--- src/rtl/add_scheduler.sv ---
`default_nettype none
// +--------------------------------------------------------------------------+
// | Module : add_scheduler                                                   |
// | Desc   : Shares one pipelined FP32 adder between two requesters with     |
// |          round-robin grants, credit flow control and FWFT result FIFOs.  |
// |          Define ADD_SCHED_FIXED_PRIORITY_EN for fixed priority (req0).   |
// | Rev    : 1.0  initial release                                            |
// +--------------------------------------------------------------------------+
module add_scheduler #(
  parameter int LATENCY = 4,
  parameter int DEPTH   = 4
) (
  input  logic        clk,
  input  logic        rst_n,
  input  logic [31:0] req0_a,
  input  logic [31:0] req0_b,
  input  logic        req0_valid,
  output logic        req0_ready,
  output logic [31:0] res0_z,
  output logic        res0_valid,
  input  logic        res0_ready,
  input  logic [31:0] req1_a,
  input  logic [31:0] req1_b,
  input  logic        req1_valid,
  output logic        req1_ready,
  output logic [31:0] res1_z,
  output logic        res1_valid,
  input  logic        res1_ready,
  output logic [31:0] adder_a,
  output logic [31:0] adder_b,
  input  logic [31:0] adder_z
);

  localparam int            c_AW       = $clog2(DEPTH);
  localparam logic [c_AW:0] c_CRED_MAX = DEPTH[c_AW:0];

  logic [1:0]         w_req_valid, w_res_ready, w_elig, w_gnt, w_push, w_pop, w_res_valid;
  logic [1:0][31:0]   w_req_a, w_req_b, w_res_z;
  logic [31:0]        r_adder_a, r_adder_b;
  logic               r_iss_vld, r_iss_id;
  logic [LATENCY-1:0] r_tag_vld, r_tag_id;

  assign w_req_valid = {req1_valid, req0_valid};
  assign w_res_ready = {res1_ready, res0_ready};
  assign w_req_a     = {req1_a, req0_a};
  assign w_req_b     = {req1_b, req0_b};

`ifdef ADD_SCHED_FIXED_PRIORITY_EN
  assign w_gnt[0] = w_elig[0];
  assign w_gnt[1] = w_elig[1] & ~w_elig[0];
`else
  logic r_last;

  // Ties go to the requester that was not granted last.
  assign w_gnt[0] = w_elig[0] & (~w_elig[1] | r_last);
  assign w_gnt[1] = w_elig[1] & (~w_elig[0] | ~r_last);

  always_ff @(posedge clk) begin
    if (!rst_n) begin
      r_last <= 1'b1;
    end else if (|w_gnt) begin
      r_last <= w_gnt[1];
    end
  end
`endif

  // The issue register lines the tag up with the operands now on the adder.
  always_ff @(posedge clk) begin
    if (!rst_n) begin
      r_adder_a <= '0;
      r_adder_b <= '0;
      r_iss_vld <= 1'b0;
      r_iss_id  <= 1'b0;
      r_tag_vld <= '0;
      r_tag_id  <= '0;
    end else begin
      r_iss_vld <= |w_gnt;
      r_iss_id  <= w_gnt[1];
      if (|w_gnt) begin
        r_adder_a <= w_req_a[w_gnt[1]];
        r_adder_b <= w_req_b[w_gnt[1]];
      end
      r_tag_vld[0] <= r_iss_vld;
      r_tag_id[0]  <= r_iss_id;
      for (int i = 1; i < LATENCY; i++) begin
        r_tag_vld[i] <= r_tag_vld[i-1];
        r_tag_id[i]  <= r_tag_id[i-1];
      end
    end
  end

  for (genvar n = 0; n < 2; n++) begin : g_req
    logic [31:0]   r_mem [DEPTH];
    logic [c_AW:0] r_wr, r_rd, r_cred;
    logic          w_empty;

    assign w_empty        = (r_wr == r_rd);
    assign w_elig[n]      = rst_n & w_req_valid[n] & (r_cred < c_CRED_MAX);
    assign w_push[n]      = r_tag_vld[LATENCY-1] & (r_tag_id[LATENCY-1] == 1'(n));
    assign w_pop[n]       = ~w_empty & w_res_ready[n];
    assign w_res_valid[n] = ~w_empty;
    assign w_res_z[n]     = w_empty ? '0 : r_mem[r_rd[c_AW-1:0]];

    always_ff @(posedge clk) begin
      if (w_push[n]) begin
        r_mem[r_wr[c_AW-1:0]] <= adder_z;
      end
    end

    always_ff @(posedge clk) begin
      if (!rst_n) begin
        r_wr   <= '0;
        r_rd   <= '0;
        r_cred <= '0;
      end else begin
        if (w_push[n]) r_wr <= r_wr + 1'b1;
        if (w_pop[n])  r_rd <= r_rd + 1'b1;
        case ({w_gnt[n], w_pop[n]})
          2'b10:   r_cred <= r_cred + 1'b1;
          2'b01:   r_cred <= r_cred - 1'b1;
          default: r_cred <= r_cred;
        endcase
      end
    end

`ifndef SYNTHESIS
    logic w_full;
    assign w_full = (r_wr[c_AW] != r_rd[c_AW]) && (r_wr[c_AW-1:0] == r_rd[c_AW-1:0]);

    always_ff @(posedge clk) begin
      if (rst_n) begin
        assert (!(w_push[n] && w_full && !w_pop[n]));
      end
    end
`endif
  end

  assign req0_ready = w_gnt[0];
  assign req1_ready = w_gnt[1];
  assign res0_valid = w_res_valid[0];
  assign res1_valid = w_res_valid[1];
  assign res0_z     = w_res_z[0];
  assign res1_z     = w_res_z[1];
  assign adder_a    = r_adder_a;
  assign adder_b    = r_adder_b;

endmodule
`default_nettype wire

--- config.mk ---
export PLATFORM = sky130hd
export DESIGN_NAME = add_scheduler
export DESIGN_NICKNAME = d
export VERILOG_FILES = /design/src/rtl/add_scheduler.sv
export SDC_FILE = /design/constraint.sdc
export NUM_CORES = 1
export LEC_CHECK = 0
export BUFFER_PORTS_ARGS = -buffer_cell sky130_fd_sc_hd__buf_4
export CAP_MARGIN = 20
export CORE_MARGIN = 3
export CORE_UTILIZATION = 30
export CTS_CLUSTER_DIAMETER = 100
export DETAILED_ROUTE_END_ITERATION = 8
export GPL_TIMING_DRIVEN = 1
export PLACE_DENSITY_LB_ADDON = 0.15
export SYNTH_ARGS = -nofsm -noshare
export SYNTH_HDL_FRONTEND = slang
export SYNTH_SLANG_ARGS = --single-unit
--- constraint.sdc ---
create_clock -name clk -period 2.1 [get_ports clk]
set_clock_uncertainty 0.2 [all_clocks]
set_input_delay 0.105 -clock clk [delete_from_list [all_inputs] [get_ports clk]]
set_output_delay 0.105 -clock clk [all_outputs]
set_load 0.02 [all_outputs]
==> results.json, run 1 <==
{
  "yosys_warnings": 0,
  "dr.pass1.iters": 7,
  "end_kind": "primary output",
  "violations": "negative setup slack",
  "place.gp.congestion": 0.760,
  "met2_usage_pct": 28.4,
  "powerDensity_nw_per_um2": 780,
  "die_w_um": 217,
  "use_met3_pct": 4.09,
  "clock-root-buffer": "clkbuf_16",
  "initial_utilization_pct": 30.7,
  "layout.nets": 1484,
  "grt_max_degree": 65,
  "cts_max_path_buffers": 3,
  "core_area_um2": 43600,
  "netlist_top_cells_area": "edfxtp_1 (57%), dfxtp_1 (14%), mux4_2 (11%)",
  "regArea_um2": 9650,
  "syn_area_um2": 13400,
  "final_hold_viol_count": 0,
  "cts_buffers": 41,
  "synthArstFlopShare_pct": 0,
  "die_area_um2": 47200,
  "slew_headroom_pct": 67.5,
  "cts_tree": "done",
  "rows": 76,
  "n_fill_cell": 3695,
  "globalRouteOverflowTotal": 0,
  "rsz0062_at_grt": "true",
  "via_count": 9018,
  "cp.required_ns": 1.79,
  "cts.clk_slew.worst_paths_ns": 0.05,
  "avgSynthCellArea_um2": 17.5,
  "routed_wl_um": 39600,
  "viasPerCell": 4.69,
  "drive_gt1_share_pct": 42.8,
  "ant_nets": 0,
  "grt_antenna_before_repair": 1,
  "yosysUniqueCellTypes": 38,
  "peakVddDrop_mv": 0.462,
  "fmax_ghz": 0.428,
  "hold-worst-slack_ns": 0.0229,
  "grt_pass1_vias": 9843,
  "synth_top_cell_area_share_pct": 57.4,
  "report.final.slew_viol_count": 0,
  "worst_pin_slew_ns": 0.482,
  "grt_use_total_pct": 16.6,
  "startpoint_type": "flip-flop",
  "dp_hpwl_um": 23000,
  "placed_area_um2": 16800,
  "die_y_um": 217,
  "use_met1_pct": 20.2,
  "multi_input_area_um2": 3610,
  "yosysMostFrequentCell": "edfxtp_1",
  "cap_violations": 0,
  "synthesis.nets": 947,
  "critPathKind": "reg2out",
  "synth_common_cells": "edfxtp_1 (256), dfxtp_1 (97), inv_1 (78)",
  "setup_violations": 70,
  "grt_pass1_wl_um": 59200,
  "synth_area_leader_cell": "edfxtp_1",
  "drc_errors": 0,
  "clkLatencyLatePin_ns": 0.55,
  "hp-class": "in2reg",
  "post-route-period-util_pct": 111,
  "arrival_ns": 2.03,
  "p_leak_nw": 8.23,
  "cp_max_fo": 8,
  "syn2layout_area_growth_pct": 55.1,
  "synth_edf_count": 256,
  "htree_num_levels": 2,
  "ys_seq_area_share_pct": 71.8,
  "diodes": 0,
  "numPortBuffers": 297,
  "first_iter_violations": 635,
  "grt-busiest-layer": "met2",
  "wl_per_cell_um": 20.6,
  "cts_sinks": 353,
  "postLayoutSetupSlackWorst_ns": -0.235,
  "r2r_slack_ns": -0.14,
  "io_pins": 298,
  "finalInstanceArea_um2": 20800,
  "status": "finished with violations",
  "synthCells": 768,
  "synth-main-ff-cell": "edfxtp_1",
  "ys_ff_latch": 353,
  "min_period_ns": 2.33
}
## path summary, 6_finish.rpt
check                           cells past startpoint        startpoint                  to
worst max-delay path                                7  g_req[0].r_wr[0]           res0_z[3]
worst min-delay path                                6        req1_valid  g_req[1].r_cred[2]
worst max register to register                      7  g_req[1].r_rd[0]  g_req[1].r_cred[2]
worst min register to register                      1       r_tag_id[2]         r_tag_id[3]
## timing repair
action | in CTS | in global routing
gates cloned | 9 | 3
pin swaps | 9 | 4
hold buffers | 166 | 0
endpoints found under the setup margin | 70 | 71
gates resized for setup | 137 | 15
setup buffers | 9 | 4
endpoints found under the hold margin | 353 | 0
## registers in the layout, indices dropped and copies added (netlist names), 4 cells and up, named ones only
| signal | count |
|---|---|
| g_req.r_mem | 256 |
| r_tag_vld | 4 |
| g_req.r_rd | 6 |
| r_tag_id | 4 |
| g_req.r_wr | 6 |
| adder_b | 32 |
| g_req.r_cred | 6 |
| adder_a | 32 |
## area by class of cell
| type | instances | area share (%) |
|---|---|---|
| clock inverter | 22 | 1.05 |
| timing repair buffer | 538 | 24.8 |
| sequential | 353 | 46.4 |
| tap | 585 | 3.52 |
| inverter | 78 | 1.44 |
| multi-input combinational | 293 | 17.4 |
| clock buffer | 54 | 5.42 |
## through the flow
step / total power [mW] / util, % / setup WS (ns) / std cells / setup TNS (ns)
floorplan: 8.28 / - / -0.198 / 768 / -0.326
global placement: 8.91 / 38.6 / -0.0467 / 1659 / -0.0650
detailed placement: 8.92 / 38.6 / -0.0519 / 1659 / -0.0956
CTS: 16.4 / 47.4 / -0.301 / 1919 / -17.18
global route: 16.9 / 47.6 / -0.320 / 1923 / -18.93
finish: 16.2 / 47.6 / -0.235 / 1923 / -12.54
## where the power goes
group / internal (mW) / total [mW] / switching, mW
Clock: 4.28 / 7.06 / 2.78
Combinational: 0.805 / 1.47 / 0.663
Sequential: 7.60 / 7.69 / 0.0884
## kinds of logic after synthesis
kind of cell | after synthesis | synth area share (%)
xor gates and xnor gates | 16 | 1.27
AOI/OAI and AO/OA | 81 | 5.71
muxes | 68 | 11.1
adders and majority gates | 13 | 1.33
and+or+nand+nor | 115 | 5.19
DFF | 353 | 71.8
buffers and inverters | 122 | 3.60
## per-layer routing
layer  wire (µm)  vias to the layer above
met1       16000                     4501
met4        1190                        0
met3        2720                       74
met5           0                        -
met2       19700                      372
li1            -                     4071
## critical path, cell delays in order (launching register included)
cell and delay, ns:
dfxtp_2 0.33, xor2_2 0.17, buf_4 0.14, nor3_4 0.24
buf_6 0.18, buf_16 0.17, nor2b_1 0.08, buf_4 0.16
## placed cells by master (no fill, tap or decap), types with 5 or more instances in the layout
cell             n
clkbuf_1        10
ha_1            10
buf_4          287
and2_1           8
inv_1           73
clkinv_1         6
nor2b_1         19
mux4_2          64
and3_2           5
a222oi_1        64
dfxtp_1         85
nor2b_4         29
xor2_1           5
buf_16           5
nand2_1          5
a21oi_1          6
edfxtp_1       256
buf_12          24
xor2_2           7
clkinv_2         6
dlygate4sd3_1  166
nor2_1          15
dfxtp_2         10
buf_6           50
and2b_1         16
clkbuf_16       46
(Power assumes the default switching activity.)
==> run 2, diff against run 1 <==
--- a/config.mk
+++ b/config.mk
@@ -12,7 +12,8 @@
 export CTS_CLUSTER_DIAMETER = 100
 export DETAILED_ROUTE_END_ITERATION = 8
 export GPL_TIMING_DRIVEN = 1
-export PLACE_DENSITY_LB_ADDON = 0.15
+export PLACE_DENSITY = 0.62
+export SETUP_SLACK_MARGIN = 0.05
 export SYNTH_ARGS = -nofsm -noshare
 export SYNTH_HDL_FRONTEND = slang
 export SYNTH_SLANG_ARGS = --single-unit
==> run 2 against run 1 <==
Net effect:
- the flow still finishes with violations (negative setup slack)
- count of clock-buffer cells in the layout fell by 2
- first-iteration DRC count grew 40%
- clock power is 9.5% lower
- highest routed layer is now met5
- critical endpoint is now res0_z[18]
- cell area up 0.94%
- sequential power about the same
- via count grew 2.6%
==> results.json, run 2 (synthesized netlist as in run 1, its figures left out) <==
{
  "crit_slowest_cell": "dfxtp_2",
  "r2r_slack_ns": -0.22,
  "startpoint_type": "flip-flop",
  "r2r-start": "g_req[1].r_wr[2]",
  "slew_headroom_pct": 69.5,
  "dp_slack_ns": -0.121,
  "clock-root-buffer": "clkbuf_16",
  "layout.nets": 1493,
  "fmax_ghz": 0.423,
  "intPower_mw": 12.1,
  "worstReg2RegEnd": "g_req[1].r_cred[2]",
  "htree_num_levels": 2,
  "violations": "negative setup slack",
  "place.gp.congestion": 0.791,
  "ant_nets": 0,
  "critPathKind": "reg2out",
  "viasPerCell": 4.79,
  "pwr-share-comb_pct": 9.8,
  "postLayoutSetupSlackWorst_ns": -0.264,
  "cts_buffers": 38,
  "cp.required_ns": 1.79,
  "grt_use_total_pct": 16.9,
  "wl_per_cell_um": 21.3,
  "min_period_ns": 2.36,
  "setup_violations": 68,
  "io_pins": 298,
  "cts_max_path_buffers": 3,
  "cts_sinks": 353,
  "grt_max_degree": 67,
  "final_hold_viol_count": 0,
  "peakVddDrop_mv": 0.513,
  "holdPathEnd": "adder_a[25]",
  "cts.clk_slew.worst_paths_ns": 0.06,
  "cp_max_fo": 8,
  "rsz0062_at_grt": "true",
  "switching_share_pct": 22.6,
  "cts_tree": "done",
  "total_power_mw": 15.6,
  "die_y_um": 217,
  "post-route-period-util_pct": 113,
  "clkPwrFrac_pct": 40.9,
  "grt_antenna_before_repair": 3,
  "fin_util_pct": 48.1,
  "core_area_um2": 43600,
  "report.final.slew_viol_count": 0,
  "hold-worst-slack_ns": 0.128,
  "path_buf_inv": 4,
  "grt_pass1_vias": 10100,
  "grt_pass1_wl_um": 60300,
  "p_seq_share_pct": 49.3,
  "crit_chain": "xor2_2, buf_4, nor3_4, buf_12, clkbuf_16, and2b_1, buf_6",
  "hold_start": "req0_a[25]",
  "routed_wl_um": 41100,
  "critPathTopFamily": "buffers and inverters",
  "p_leak_nw": 8.32,
  "r2r_cells": 7,
  "arrival_ns": 2.06,
  "dp_hpwl_um": 21500,
  "first_iter_violations": 886,
  "post-place-cells": 1651,
  "min_path_cells": 4,
  "most-common-layout-cells": "buf_4 (282), edfxtp_1 (256), dlygate4sd3_1 (167)",
  "rows": 76,
  "globalRouteOverflowTotal": 0,
  "via_count": 9255,
  "critPathMaxStageDelay_ns": 0.33,
  "final_common_cell": "buf_4",
  "clkLatencyLatePin_ns": 0.54,
  "numPortBuffers": 297,
  "drc_errors": 0,
  "status": "finished with violations",
  "powerDensity_nw_per_um2": 744,
  "instances_no_fill": 1931,
  "switching_power_mw": 3.53,
  "die_w_um": 217,
  "initial_utilization_pct": 30.7,
  "syn2layout_area_growth_pct": 56.6,
  "end_kind": "primary output",
  "cap_violations": 0,
  "largest_reg_flops": 256,
  "dr.pass1.iters": 7,
  "hp-class": "in2reg",
  "worst_pin_slew_ns": 0.452,
  "die_area_um2": 47200,
  "drive_gt1_share_pct": 43.5
}
[run 2: cell types whose count changed in the layout (fill, tap and decap cells not counted), moves of 4 or more]
cell / before / now
buf_6: 50 / 54
buf_16: 5 / 10
nor2b_4: 29 / 36
buf_12: 24 / 30
buf_4: 287 / 282
nor2b_1: 19 / 13
[run 2: metrics by stage]
stage          instance area (µm²)  setup TNS (ns)
2_1_floorplan                13500          -0.326
3_3_place_gp                 16800         -0.0637
3_5_place_dp                 16800          -0.154
4_1_cts                      20800          -17.75
5_1_grt                      21000          -18.26
6_report                     21000          -13.66
[run 2: per-layer routing]
metal,up-vias,GRT usage (%),routed length (µm)
met3,65,3.76,3020
met4,2,5.72,1010
met2,456,29.4,20700
li1,4093,-,-
met5,-,0,13
met1,4639,20.8,16400
[run 2: worst max path at each step]
| stage | startpoint | endpoint | cells after the start |
|---|---|---|---|
| after global routing | g_req[0].r_wr[0] | res0_z[18] | 7 |
| after CTS | g_req[0].r_rd[1] | res0_z[6] | 7 |
| final | g_req[0].r_wr[0] | res0_z[18] | 7 |
| after global placement | g_req[1].r_wr[0] | g_req[1].r_cred[2] | 6 |
| after floorplan | g_req[1].r_wr[0] | g_req[1].r_cred[2] | 6 |
| after detailed placement | g_req[1].r_wr[0] | g_req[1].r_cred[2] | 6 |
[run 2: layout make-up]
type,instances,area [µm²]
fill,3587,22700
sequential,353,9650
timing repair buffer,550,5450
multi-input combinational,293,3660
clock buffer,52,1040
tap,585,732
inverter,78,298
clock inverter,18,153
antenna,2,5.00
[run 2: timing repair]
action	CTS	global route
gates cloned	12	5
pin swaps	13	16
setup endpoints to repair	72	94
gates resized for setup	120	54
buffers inserted	28	6
hold buffers	167	0
hold endpoints to repair	350	0
[run 2: power groups by stage]
stage          registers [mW]  logic [mW]  clock network, mW
2_1_floorplan            7.95       0.327                  0
3_3_place_gp             7.82        1.06                  0
3_5_place_dp             7.82        1.08                  0
4_1_cts                  7.68        1.46               6.58
5_1_grt                  7.70        1.62               6.83
6_report                 7.69        1.53               6.39
[run 2: tightest hold or removal path: stages]
cell and delay (ns):
dlygate4sd3_1 0.52, buf_4 0.09, a222oi_1 0.07, inv_1 0.05
